--- config.mk ---
export PLATFORM = sky130hd
export DESIGN_NAME = instr_sequencer
export DESIGN_NICKNAME = d
export VERILOG_FILES = /design/src/rtl/instr_sequencer.sv
export SDC_FILE = /design/constraint.sdc
export NUM_CORES = 1
export LEC_CHECK = 0
export CELL_PAD_IN_SITES_DETAIL_PLACEMENT = 1
export CELL_PAD_IN_SITES_GLOBAL_PLACEMENT = 1
export CORE_UTILIZATION = 41
export DETAILED_ROUTE_END_ITERATION = 16
export GPL_TIMING_DRIVEN = 1
export PLACE_DENSITY = 0.87
export SETUP_SLACK_MARGIN = 0.4
export SYNTH_ARGS = -nofsm -noshare
export SYNTH_HDL_FRONTEND = slang
export SYNTH_SLANG_ARGS = --single-unit
export TNS_END_PERCENT = 100
--- constraint.sdc ---
create_clock -name clk -period 4.04 [get_ports clk]
set_input_delay 0.808 -clock clk [delete_from_list [all_inputs] [get_ports clk]]
set_output_delay 0.808 -clock clk [all_outputs]
set_load 0.01 [all_outputs]
--- src/rtl/instr_sequencer.sv ---
// Multi-cycle control sequencer for the KGP-RISC core: walks each instruction
// through FETCH/DECODE/EXEC/[MEM]/WB and emits the one-cycle datapath enables.
module instr_sequencer #(
    parameter int unsigned MEM_LATENCY = 2,
    parameter int unsigned CNT_W       = 32
) (
    input  logic             clk,
    input  logic             reset,
    input  logic             run,
    input  logic             step,
    input  logic             stop,
    input  logic             is_load,
    input  logic             is_store,
    input  logic             wr_req,
    input  logic             is_halt,
    output logic             ir_load,
    output logic             mem_re,
    output logic             mem_we,
    output logic             reg_we,
    output logic             pc_en,
    output logic             busy,
    output logic             halted,
    output logic [2:0]       state,
    output logic [CNT_W-1:0] instr_count
);

    typedef enum logic [2:0] {
        S_IDLE    = 3'd0,
        S_FETCH   = 3'd1,
        S_DECODE  = 3'd2,
        S_EXEC    = 3'd3,
        S_MEM     = 3'd4,
        S_WB      = 3'd5,
        S_HALT    = 3'd6,
        S_ILLEGAL = 3'd7
    } state_e;

    localparam logic [3:0] LAST_WAIT = 4'(MEM_LATENCY - 1);

    state_e           state_q, state_d;
    logic [3:0]       wcnt_q, wcnt_d;
    logic             step_mode_q, step_mode_d;
    logic             stop_pend_q, stop_pend_d;
    logic             store_q, store_d;
    logic             wb_we_q, wb_we_d;
    logic [CNT_W-1:0] count_q, count_d;

    always_ff @(posedge clk or posedge reset) begin
        if (reset) begin
            state_q     <= S_IDLE;
            wcnt_q      <= '0;
            step_mode_q <= 1'b0;
            stop_pend_q <= 1'b0;
            store_q     <= 1'b0;
            wb_we_q     <= 1'b0;
            count_q     <= '0;
        end else begin
            state_q     <= state_d;
            wcnt_q      <= wcnt_d;
            step_mode_q <= step_mode_d;
            stop_pend_q <= stop_pend_d;
            store_q     <= store_d;
            wb_we_q     <= wb_we_d;
            count_q     <= count_d;
        end
    end

    always_comb begin
        state_d     = state_q;
        wcnt_d      = wcnt_q;
        step_mode_d = step_mode_q;
        stop_pend_d = stop_pend_q;
        store_d     = store_q;
        wb_we_d     = wb_we_q;
        count_d     = count_q;

        // stop is remembered in every busy state so the current instruction finishes
        if (state_q inside {S_FETCH, S_DECODE, S_EXEC, S_MEM} && stop) begin
            stop_pend_d = 1'b1;
        end

        case (state_q)
            S_IDLE: begin
                wcnt_d = '0;
                if (step) begin
                    state_d     = S_FETCH;
                    step_mode_d = 1'b1;
                    stop_pend_d = 1'b0;
                end else if (run) begin
                    state_d     = S_FETCH;
                    step_mode_d = 1'b0;
                    stop_pend_d = 1'b0;
                end
            end
            S_FETCH: begin
                if (wcnt_q == LAST_WAIT) begin
                    wcnt_d  = '0;
                    state_d = S_DECODE;
                end else begin
                    wcnt_d = wcnt_q + 4'd1;
                end
            end
            S_DECODE: begin
                state_d = is_halt ? S_HALT : S_EXEC;
            end
            S_EXEC: begin
                // Capture the memory/writeback decision so outputs depend on registers only
                store_d = is_store;
                wb_we_d = wr_req & ~is_store;
                wcnt_d  = '0;
                state_d = (is_load || is_store) ? S_MEM : S_WB;
            end
            S_MEM: begin
                if (store_q || wcnt_q == LAST_WAIT) begin
                    wcnt_d  = '0;
                    state_d = S_WB;
                end else begin
                    wcnt_d = wcnt_q + 4'd1;
                end
            end
            S_WB: begin
                count_d = count_q + CNT_W'(1);
                if (step_mode_q || stop_pend_q || stop) begin
                    state_d     = S_IDLE;
                    step_mode_d = 1'b0;
                    stop_pend_d = 1'b0;
                end else begin
                    state_d = S_FETCH;
                end
            end
            S_HALT: begin
                state_d = S_HALT;
            end
            default: begin
                state_d     = S_IDLE;
                wcnt_d      = '0;
                step_mode_d = 1'b0;
                stop_pend_d = 1'b0;
            end
        endcase
    end

    always_comb begin
        ir_load     = (state_q == S_FETCH) && (wcnt_q == LAST_WAIT);
        mem_re      = (state_q == S_MEM) && !store_q;
        mem_we      = (state_q == S_MEM) && store_q;
        reg_we      = (state_q == S_WB) && wb_we_q;
        pc_en       = (state_q == S_WB);
        busy        = state_q inside {S_FETCH, S_DECODE, S_EXEC, S_MEM, S_WB};
        halted      = (state_q == S_HALT);
        state       = state_q;
        instr_count = count_q;
    end

endmodule

---- Word level (Yosys, flattened, before mapping) ----
Index checks and enable logic that the tools add are counted.
cells by class
  reductions and logical operators ........ 17
  muxes and demuxes ....................... 20
  add/subtract/negate cells ............... 2
  bitwise logic cells ..................... 3
  eq/ne operators ......................... 11
operator list
  cell                                                                      count
  32-bit by 1-bit adder with 32-bit output (second input constant)          1
  3-bit one-hot mux with 7 select lines                                     1
  3-bit two-way mux                                                         5
  4-bit one-hot mux with 3 select lines                                     1
  3-bit == test (second input constant)                                     3
  1-bit two-way mux                                                         9
  4-bit two-way mux                                                         2
  3-bit by 2-bit == test with 1-bit output (second input constant)          2
  1-bit one-hot mux with 3 select lines                                     2
  3-bit AND reduction                                                       2
  1-bit logical AND                                                         5
  5-bit nonzero test                                                        1
  5-bit OR reduction                                                        1
  4-bit by 1-bit adder with 4-bit output (second input constant)            1
  4-bit by 1-bit == test with 1-bit output (second input constant)          1
  1-bit logical OR                                                          4
  2-bit by 1-bit inequality test with 1-bit output (second input constant)  2
  4-bit nonzero test                                                        1
  3-bit by 1-bit == test with 1-bit output (second input constant)          1
  3-bit zero test                                                           1
  3-bit inequality test (second input constant)                             1
  3-bit OR reduction                                                        1
  2-bit inequality test (second input constant)                             1
  1-bit inverter                                                            2
  other kinds (2)                                                           2
word-level totals
  word-level logic and storage cells ...... 60
  bits of input ports ..................... 9
  bits in registers ....................... 43

---- Longest topological paths before layout ----
Gate-level depths: netlist of the first run.
  word-level depth ........................ 7
  depth in mapped cells ................... 6

---- Worst setup path after synthesis of the first run ----
OpenSTA, ideal clock, no wires.
  kind .................................... register to output
  from .................................... reg wcnt_q[1]
  to ...................................... out ir_load
  stages on the path, launching flop included .. 5
  arrival time ............................ 1.280 ns
  path slack .............................. 1.952 ns
  data required time ...................... 3.232 ns
  cells stage by stage .................... dfrtp_1 -> inv_1 -> ha_1 -> nor3b_1 -> nor3b_1
between the ends
  word-level cells in the longest chain between the ends .. 2
RTL lines
  item                                      RTL line  text
  from (decl)                               41        logic [3:0] wcnt_q, wcnt_d;
  from (signal assigned)                    59        wcnt_q <= wcnt_d;
  4-bit by 1-bit == test with 1-bit output  144       ir_load = (state_q == S_FETCH) && (wcnt_q == LAST_WAIT);
  1-bit logical AND                         144
  to (decl)                                 16        output logic ir_load,
Every way passes these cells.

---- Worst setup path in the final report of the first run ----
  from .................................... reg state_q[1], in the netlist state[1]
  to ...................................... out reg_we
between the ends
  word-level cells in the longest chain between the ends .. 2
RTL lines
  item                    RTL line  text
  from (decl)             40        state_e state_q, state_d;
  from (signal assigned)  58        state_q <= state_d;
  3-bit == test           147       reg_we = (state_q == S_WB) && wb_we_q;
  1-bit logical AND       147
  to (decl)               19        output logic reg_we,
Every way passes these cells.

==> results.rst, run 1 <==
.. list-table::
   :header-rows: 1

   * - Metric
     - Value
   * - Status
     - finished, final reports clean
   * - Headroom to the max-slew limit
     - between 30% and 40%
   * - All-layer global routing usage
     - roughly a fifth
   * - Share of the synthesized area in the top cell type
     - about half
   * - Final-report setup violation count
     - 0
   * - Share of synthesized area spent on multiplexers
     - ~1.4%
   * - Sink Count
     - between 40 and 50
   * - Number of remaining DRC errors
     - 0
   * - Share of final-layout standard cells stronger than drive strength 1
     - approximately 6.5%
   * - Number of setup buffers added after CTS
     - 0
   * - Antenna violations before repair
     - 0
   * - Total clock buffers created by CTS
     - 5
   * - Yosys warnings
     - 0
   * - Clock insertion delay at the later pin of the skew report
     - roughly 300 ps
   * - N_diodes
     - 0
   * - Final count of pins violating max slew
     - 0
   * - Starting utilization of the core area
     - between 40 and 50%
   * - Wire length reported by the detailed router
     - ~5 mm
   * - Worst slack at placement
     - roughly 1400 ps
   * - WP data required
     - ~3200 ps
   * - Path type of the worst setup path
     - reg -> out
   * - Worst R2R Start
     - instr_count[5]
   * - Standard cell core area
     - around 5000 um^2
   * - Compound-cell area share of the yosys netlist
     - between 6 and 7%
   * - # rows
     - 26
   * - Actual slew at the worst max-slew pin
     - around 930 ps
   * - Largest voltage drop on the vdd net
     - ~370 uV
   * - Capture instance of the worst register-to-register path
     - instr_count[31]
   * - Post-synthesis cell area
     - 2158 um^2
   * - Highest clock rate
     - between 300 and 400 MHz
   * - Area of the die
     - 5558 um^2
   * - Data arrival time at the worst-slack endpoint
     - about 2200 ps
   * - Number of vias in the routed layout
     - 1734
   * - Final hold slack
     - 489.3 ps
   * - Type of the most critical hold path
     - reg -> reg
   * - Post-layout total power
     - between 1000 and 1500 uW
   * - Final antenna-violating net count
     - 0
   * - Hold path cells
     - 1
   * - Worst Path Max Fanout
     - 20
   * - Layout overhead on the synthesized area
     - 31.36%
   * - Number of hold violations in the final report
     - 0
   * - Post-synthesis xor/xnor area fraction
     - between 10% and 20%
   * - First-iteration detailed-routing DRC count
     - 67
   * - RSZ-0062 raised after global routing
     - no
   * - Worst Skew
     - about 9.1 ps
   * - Clock edge transition at the registers on the reported setup and hold paths
     - ~90 ps
   * - Yosys top cell by area
     - dfrtp_1
   * - Hold path startpoint
     - instr_count[28]
   * - Post-synthesis share of cell area spent on and, or, nand and nor gates
     - between 20% and 30%
   * - Die height
     - roughly 75 um
   * - Chip width
     - 74.56 um
   * - CP Launch Type
     - flop
   * - Placed cells
     - around 320
   * - Flip-flop and latch count after synthesis
     - between 40 and 50
   * - Clock period minus worst slack
     - between 3000 and 4000 ps
   * - Clock Root Buffer
     - clkbuf_8
   * - Number of flops mapped to enable cells by yosys
     - 0
   * - Detailed Place HPWL
     - between 3 and 4 mm
   * - Weighted congestion reported at the end of routability-driven placement
     - between 0.7 and 0.8
   * - Dominant combinational cell family by area after synthesis
     - simple AND/OR/NAND/NOR gates
   * - Depth of the most critical reg-to-reg path
     - 4
   * - Syn_nets
     - between 200 and 250
   * - CTS HTree Levels
     - 2
   * - Post-layout instance count excluding filler cells
     - 330
   * - Overflow after GRT
     - 0
   * - Element type at the critical path end
     - primary output
   * - Most frequently used cell type in the post-synthesis netlist
     - dfrtp_1
   * - Final-stage net count
     - between 200 and 300
   * - Period utilization
     - between 70% and 80%
   * - Number of maximum-capacitance violations
     - 0
   * - Primary FF master, synth
     - dfrtp_1
   * - Final worst slack
     - 1013 ps
   * - Share of synthesized area occupied by flip-flops and latches
     - around half
   * - Via count of the first global-routing pass
     - roughly 1800
   * - Most common library cells after synthesis
     - dfrtp_1, xnor2_1, nand2_1, nand4_1
   * - Number of instances in the synthesized netlist
     - 207
   * - Adder-cell area share of the yosys netlist
     - under 10%
   * - Ys async rst share
     - 100.0%
   * - I/O pin count
     - between 50 and 60
   * - First-pass iteration count of the detailed router
     - 4
   * - Ranking of synthesized cells by area
     - dfrtp_1, xnor2_1, nand2_1
   * - Port Buffer Count
     - 50
   * - Largest net degree at the start of global routing
     - 24
   * - Power Density
     - 482.4 nW/um^2
   * - DR vias/cell
     - 5.255
   * - Endpoint, Worst Hold
     - instr_count[28]
   * - Number of filler instances in the final layout
     - between 500 and 600
   * - Avg Synthesized Cell Area
     - roughly 10 um^2
   * - Post-cts repair resize count
     - 0
   * - Leak
     - about 0.0012 uW
   * - Cts-stage hold buffer count
     - 0
   * - Count of distinct cell types in the synthesized netlist
     - 41
   * - Wire per inst
     - 15.41 um
   * - Global-route wire length before repair
     - 8.687 mm
   * - Maximum clock insertion buffer count
     - 2
   * - FF-to-FF setup slack
     - 1950 ps
   * - Clock tree from TritonCTS
     - yes
   * - Sum Neg Setup Slack
     - 0 ps
flip-flops by register name (all words and copies together) (netlist names):
name	count
step_mode_q	1
state	3
wcnt_q	4
store_q	1
instr_count	32
wb_we_q	1
stop_pend_q	1
through the flow:
step	instance area [um^2]	utilization (%)
after floorplan	2158	-
after global placement	2718	53.55
after detailed placement	2718	53.55
after CTS	2835	55.87
after global routing	2835	55.87
final	2835	55.87
layer usage:
layer  up-vias  share of wire (%)  global-route usage [%]
li1        829                  -                       -
met1       867                 45                   26.16
met2        32                 51                   35.24
met3         6                3.0                   3.659
met4         0                1.5                   7.966
met5         -                  0                       0
worst max path at each step:
stage	start	end	slack (ps)	cells past startpoint
4_1_cts	state[1]	reg_we	990	4
6_report	state[1]	reg_we	1010	4
3_5_place_dp	state[1]	reg_we	1380	4
2_1_floorplan	wcnt_q[1]	ir_load	1950	4
5_1_grt	state[1]	reg_we	880	4
3_3_place_gp	state[1]	reg_we	1420	4
logic make-up (layout without fill, tap and decap cells):
kind of cell | Yosys count | after routing
buffers and inverters | 10 | 63
flip-flops | 43 | 43
AO/OA/AOI/OAI | 20 | 20
XOR/XNOR | 31 | 31
adder cells (fa/ha/maj) | 3 | 3
AND/OR/NAND/NOR | 97 | 97
multiplexers | 3 | 3
final cells by class:
class / count / area, um^2 / area share, %
clock buffers: 6 / 82.58 / 2.913
flip-flops and latches: 43 / 1076 / 37.95
well taps: 70 / 87.58 / 3.089
clock inverters: 2 / 35.03 / 1.236
multi-input cells: 154 / 1031 / 36.36
inverters: 4 / 15.01 / 0.5296
repair buffers: 51 / 508.0 / 17.92
critical path: stages, from the launching register on:
cell and delay [ps]:
dfrtp_1 590, nand3b_2 430, inv_1 220, and2_1 150, clkdlybuf4s50_1 520
report_power, final:
group | internal [uW] | leakage, uW | total, uW | switching (uW)
clock | 200 | 0.0000612 | 355 | 155
combinational | 216 | 0.000529 | 407 | 191
sequential | 492 | 0.000584 | 605 | 113
total | 908 | 0.00117 | 1370 | 460
placed cells by master, fill, tap and decap left out, types with 3 or more instances in the layout:
cell             Yosys  layout
clkbuf_8             0       6
and3_1               4       4
clkdlybuf4s50_1      0      50
xnor2_1             30      30
nand3_1             12      12
o21ai_0              7       7
and2_1               4       4
nor3_1               8       8
ha_1                 3       3
nor2_1              12      12
inv_1                4       4
nand2b_1             3       3
nand2_1             24      24
nand4_1             13      13
dfrtp_1             43      43
No activity file was read; power rests on OpenSTA's default activity.
==> inputs of run 2 (changes only) <==
CORE_UTILIZATION = 34   (was 41)
PLACE_DENSITY = 0.77   (was 0.87)
clock period = 2.55 ns   (was 4.04 ns; I/O delays follow)
==> run 2 against run 1 <==
Cell count up 5.5%; via count up 3.3%; core utilization down 7.2 points; non-clock buffer count up 13; critical path depth unchanged; clock power up 27%; flip-flop and latch count unchanged; worst setup slack worse by 540 ps.
==> results.rst, run 2 (synthesized netlist as in run 1, its figures left out) <==
.. list-table::
   :header-rows: 1

   * - Metric
     - Value
   * - Status
     - finished, final reports clean
   * - Data arrival time at the worst-slack endpoint
     - 1570 ps
   * - Element type at the critical path end
     - primary output
   * - Peak-usage layer in the global routing report
     - met2
   * - I/O pin count
     - 51
   * - Detailed Place HPWL
     - ~3.6 mm
   * - Max FFs per register
     - 32
   * - Area of the die
     - between 6000 and 7000 um^2
   * - Highest clock rate
     - a little under 500 MHz
   * - Part of the power in the clock network
     - 20.4%
   * - Total clock buffers created by CTS
     - 5
   * - WP data required
     - 2040 ps
   * - Number of filler instances in the final layout
     - around 680
   * - Share of final-layout standard cells stronger than drive strength 1
     - a little over an eighth
   * - Clock edge transition at the registers on the reported setup and hold paths
     - 90 ps
   * - Clock period minus worst slack
     - slightly above 2000 ps
   * - Via count of the first global-routing pass
     - about 1900
   * - Internal
     - 1414 uW
   * - Largest net degree at the start of global routing
     - 44
   * - Period utilization
     - 81.52%
   * - Worst Skew
     - around 11 ps
   * - Comb power frac
     - a little under two fifths
   * - Starting utilization of the core area
     - a little over a third
   * - Power Density
     - ~750 nW/um^2
   * - CTS HTree Levels
     - 2
   * - Final antenna-violating net count
     - 0
   * - CP Launch Type
     - flop
   * - Weighted congestion reported at the end of routability-driven placement
     - a little over 0.8
   * - Number of vias in the routed layout
     - around 1800
   * - Routing usage on met3
     - under 10%
   * - All-layer global routing usage
     - approximately 17%
   * - Most frequent cells in the layout
     - clkdlybuf4s50_1, dfrtp_1, xnor2_1
   * - Overflow after GRT
     - 0
   * - First-pass iteration count of the detailed router
     - 4
   * - Global-route wire length before repair
     - around 8.7 mm
   * - Post-layout total power
     - between 2000 and 2500 uW
   * - Number of remaining DRC errors
     - 0
   * - Clock Root Buffer
     - clkbuf_8
   * - Met1 Track Usage GR
     - around a fifth
   * - Number of hold violations in the final report
     - 0
   * - Maximum clock insertion buffer count
     - 2
   * - Chip width
     - 81.68 um
   * - Final hold slack
     - roughly 500 ps
   * - RSZ-0062 raised after global routing
     - yes
   * - Met2 demand-to-capacity share in global routing
     - a little under a third
   * - Leak
     - between 0.001 and 0.0015 uW
   * - First-iteration detailed-routing DRC count
     - 93
   * - Sequential share of power
     - 41.2%
   * - Port Buffer Count
     - 50
   * - Total net switching power
     - just under 800 uW
   * - Wire length reported by the detailed router
     - 5.175 mm
   * - Clock tree from TritonCTS
     - yes
   * - # rows
     - 28
   * - Cts-stage hold buffer count
     - 0
   * - Antenna violations before repair
     - 0
   * - Die height
     - a little over 80 um
   * - Path type of the worst setup path
     - reg -> out
   * - Wire per inst
     - 14.87 um
   * - Final count of pins violating max slew
     - 0
   * - Clock insertion delay at the later pin of the skew report
     - roughly 300 ps
   * - Number of maximum-capacitance violations
     - 0
   * - Commonest non-fill, non-tap cell in the layout
     - clkdlybuf4s50_1
   * - Headroom to the max-slew limit
     - between 60% and 70%
   * - Sw Share
     - a little over a third
   * - Standard cell core area
     - around 6000 um^2
   * - Actual slew at the worst max-slew pin
     - roughly 570 ps
   * - N_diodes
     - 0
   * - Layout overhead on the synthesized area
     - 36.00%
   * - Final-report setup violation count
     - 0
   * - Final-stage net count
     - between 200 and 300
   * - Worst Path Max Fanout
     - 5
   * - Sink Count
     - 43
   * - Sum Neg Setup Slack
     - 0 ps
   * - DR vias/cell
     - ~5.1
   * - Type of the most critical hold path
     - reg -> reg
   * - Largest voltage drop on the vdd net
     - 527.9 uV
run 2: stage by stage:
step           std cells  setup WS [ps]  utilization (%)  cell area (um^2)
2_1_floorplan        207          760.5                -              2158
4_1_cts              347          375.4            48.32              2912
5_1_grt              348          373.9            48.71              2935
6_report             348          471.2            48.71              2935
3_3_place_gp         332          492.5            45.83              2761
3_5_place_dp         332          434.2            45.83              2761
run 2: layout make-up:
cell class | count | area, um^2 | area share [%]
clock buffer | 5 | 68.82 | 2.344
clock inverter | 3 | 23.77 | 0.8099
inverter | 4 | 15.01 | 0.5115
multi-input combinational | 154 | 1049 | 35.72
sequential | 43 | 1080 | 36.79
tap | 75 | 93.84 | 3.197
timing repair buffer | 64 | 605.6 | 20.63
run 2: repair_timing:
item                                    4_1_cts  5_1_grt
buffers inserted                              7        1
pin swaps                                     1        0
endpoints found under the setup margin        7        3
resized for setup                            12        5
run 2: critical path, cell delays in order, from the launching register on:
cell	delay (ps)
dfrtp_2	440
buf_4	150
nand2b_1	220
nor3b_2	200
clkdlybuf4s15_1	250
run 2: per-layer routing:
layer,wire length (um),vias to the layer above
li1,-,856
met1,2248,897
met2,2716,32
met3,166,6
met4,44,0
met5,0,-
run 2: path summary, 6_finish.rpt:
path                       slack [ps]  depth (start not counted)             from               to
max                               470                          4         state[2]          ir_load
min                               500                          1  instr_count[28]  instr_count[28]
max reg2reg                       570                          5   instr_count[0]  instr_count[24]
min reg2reg                       500                          1  instr_count[28]  instr_count[28]
max in group asynchronous        1450                          3            reset         state[1]
min in group asynchronous         670                          3            reset   instr_count[0]
run 2: power by group through the flow:
stage / clock network [uW] / registers (uW) / logic (uW)
finish: 451 / 908 / 847
global route: 487 / 923 / 942
floorplan: 0 / 892 / 456
CTS: 467 / 905 / 828
global placement: 0 / 930 / 710
detailed placement: 0 / 935 / 728
==> inputs of run 3 (changes only) <==
CORE_UTILIZATION = 38   (was 34)
PLACE_DENSITY = 0.81   (was 0.77)
clock period = 1.95 ns   (was 2.55 ns; I/O delays follow)
==> run 3 against run 2 <==
The run now ends with design-rule violations left; clock skew is essentially flat; clock power up 36%; final area up 31%; count of clock-buffer cells in the layout grew 2; worst setup slack got worse by 380 ps; sequential power up 29%; global-route usage increased by 9.7 points; wire length increased by 93%; flip-flop and latch count unchanged; core utilization up 21 points; critical path type is now reg -> reg; largest cell class is now multi-input combinational cells.
==> results.rst, run 3 (synthesized netlist as in run 1, its figures left out) <==
.. list-table::
   :header-rows: 1

   * - Metric
     - Value
   * - Highest clock rate
     - roughly 540 MHz
   * - Total clock buffers created by CTS
     - 5
   * - Final-report setup violation count
     - 0
   * - Headroom to the max-slew limit
     - 72.34%
   * - Area of the die
     - about 6000 um^2
   * - Element type at the critical path end
     - flop
   * - Status
     - finished with violations
   * - Clock edge transition at the registers on the reported setup and hold paths
     - 90 ps
   * - Sequential share of power
     - between 30% and 40%
   * - Weighted congestion reported at the end of routability-driven placement
     - between 0.7 and 0.8
   * - Die height
     - between 70 and 80 um
   * - Worst Path Max Fanout
     - 4
   * - Clock tree from TritonCTS
     - yes
   * - Clock insertion delay at the later pin of the skew report
     - roughly 300 ps
   * - Violated checks
     - design-rule violations
   * - Wire per inst
     - roughly 24 um
   * - Clock period minus worst slack
     - approximately 1900 ps
   * - Max FFs per register
     - 32
   * - Standard cell core area
     - ~5500 um^2
   * - Via count of the first global-routing pass
     - ~2400
   * - Worst setup startpoint
     - state[0]
   * - First-iteration detailed-routing DRC count
     - 78
   * - Cts-stage hold buffer count
     - 0
   * - Final hold slack
     - between 400 and 500 ps
   * - First-pass iteration count of the detailed router
     - 10
   * - WP buf/inv
     - 2
   * - Detailed Place HPWL
     - between 3 and 4 mm
   * - Worst R2R Start
     - state[0]
   * - Cell at the slowest stage of the critical path
     - dfrtp_1
   * - N_diodes
     - 0
   * - Share of final-layout standard cells stronger than drive strength 1
     - between 40% and 50%
   * - Comb power frac
     - 52.8%
   * - Part of the power in the clock network
     - 16.2%
   * - Path type of the worst setup path
     - reg -> reg
   * - CP Launch Type
     - flop
   * - Final antenna-violating net count
     - 0
   * - Final count of pins violating max slew
     - 0
   * - Design Area, Final
     - slightly below 4000 um^2
   * - Number of hold violations in the final report
     - 0
   * - Leak
     - slightly below 0.002 uW
   * - Instance area at placement
     - between 2000 and 3000 um^2
   * - Sink Count
     - 43
   * - Antenna violations before repair
     - 0
   * - All-layer global routing usage
     - roughly a quarter
   * - DR vias/cell
     - 5.532
   * - Power Density
     - between 900 and 1000 nW/um^2
   * - Actual slew at the worst max-slew pin
     - roughly 400 ps
   * - Number of maximum-capacitance violations
     - 0
   * - Data arrival time at the worst-slack endpoint
     - approximately 2000 ps
   * - # rows
     - 27
   * - RSZ-0062 raised after global routing
     - yes
   * - Post-layout instance count excluding filler cells
     - approximately 420
   * - Global-route wire length before repair
     - 12.23 mm
   * - Worst Skew
     - 10.63 ps
   * - Internal
     - about 2300 uW
   * - Placed cells
     - 337
   * - Chip width
     - around 77 um
   * - Most frequent cell on the critical path
     - buf_6
   * - Commonest non-fill, non-tap cell in the layout
     - buf_4
   * - WP data required
     - roughly 2100 ps
   * - Total net switching power
     - 1444 uW
   * - I/O pin count
     - 51
   * - Most frequent cells in the layout
     - buf_4, dfrtp_1, dlygate4sd2_1
   * - Type of the most critical hold path
     - in -> async
   * - Crit-path leading delay family
     - compound AO/OA/AOI/OAI gates
   * - Overflow after GRT
     - 0
   * - Wire length reported by the detailed router
     - around 10 mm
   * - Clock Root Buffer
     - clkbuf_8
   * - Largest voltage drop on the vdd net
     - 765.2 uV
   * - Sw Share
     - between 30% and 40%
   * - Starting utilization of the core area
     - between 30% and 40%
   * - Delay contributed by the slowest stage of the critical path
     - 440 ps
   * - Layout overhead on the synthesized area
     - 78.38%
   * - Critical-path cell list
     - buf_6 > or3b_4 > a211oi_4 > buf_6 > a211oi_2 > o21a_1
   * - Port Buffer Count
     - 50
   * - Maximum clock insertion buffer count
     - 2
   * - CTS HTree Levels
     - 2
   * - Period utilization
     - between 90% and 100%
   * - Number of remaining DRC errors
     - 2
   * - Final-stage net count
     - approximately 360
   * - Largest net degree at the start of global routing
     - 44
   * - Sum Neg Setup Slack
     - 0 ps
   * - Number of vias in the routed layout
     - between 2000 and 2500
==> run 3: cell types whose count changed in the layout (fill, tap and decap cells not counted), sizes merged <==
cell,delta
dlymetal6s2s,-2
dlygate4sd2,+29
clkinvlp,-2
clkdlybuf4s15,-1
clkinv,+1
clkdlybuf4s50,-35
inv,-1
buf,+80
clkbuf,+3
==> run 3: layout make-up <==
cell class | instances | area, um^2
Sequential cell | 43 | 1089
Fill cell | 558 | 1657
Tap cell | 72 | 90.09
Clock buffer | 7 | 86.33
Clock inverter | 1 | 5.005
Timing Repair Buffer | 136 | 1210
Inverter | 4 | 17.52
Multi-Input combinational cell | 154 | 1353
==> run 3: path summary, 6_finish.rpt <==
check | to | slack, ps | cells past startpoint
setup / recovery | state[0] | 90 | 6
hold / removal | instr_count[9] | 460 | 3
setup reg to reg | state[0] | 90 | 6
hold reg to reg | instr_count[31] | 500 | 1
max in group asynchronous | instr_count[0] | 1240 | 3
min in group clk | instr_count[31] | 500 | 1
==> run 3: tightest hold or removal path: stages <==
cell and delay, ps:
clkdlybuf4s50_1 410, inv_1 100, buf_12 250
==> run 3: what timing repair did <==
action,4_1_cts,5_1_grt
resized for setup,105,60
endpoints found under the hold margin,0,0
pin swaps,17,41
endpoints found under the setup margin,69,43
cloned,2,1
buffers inserted,48,21
==> run 3: power by group through the flow <==
stage / clock network, uW / registers [uW] / logic, uW
2_1_floorplan: 0 / 1170 / 615
4_1_cts: 611 / 1150 / 1520
3_3_place_gp: 0 / 1160 / 1110
3_5_place_dp: 0 / 1170 / 1130
6_report: 614 / 1170 / 2000
5_1_grt: 658 / 1190 / 2100
==> run 3: metal layers <==
| layer | up-vias | routed length (um) | track usage (%) |
|---|---|---|---|
| met5 | - | 0 | 0 |
| met4 | 0 | 301 | 9.245 |
| met3 | 26 | 322 | 4.824 |
| met2 | 76 | 5264 | 49.73 |
| met1 | 1203 | 4081 | 30.26 |
| li1 | 1002 | - | - |
==> run 3: stage by stage <==
step                      util, %  total power [uW]  setup WS, ps
after detailed placement    52.51              2308         54.09
final                       69.92              3781         92.66
after CTS                   62.35              3280         220.5
after global routing        69.92              3940         78.51
after floorplan                 -              1782         304.7
after global placement      52.51              2269         92.35
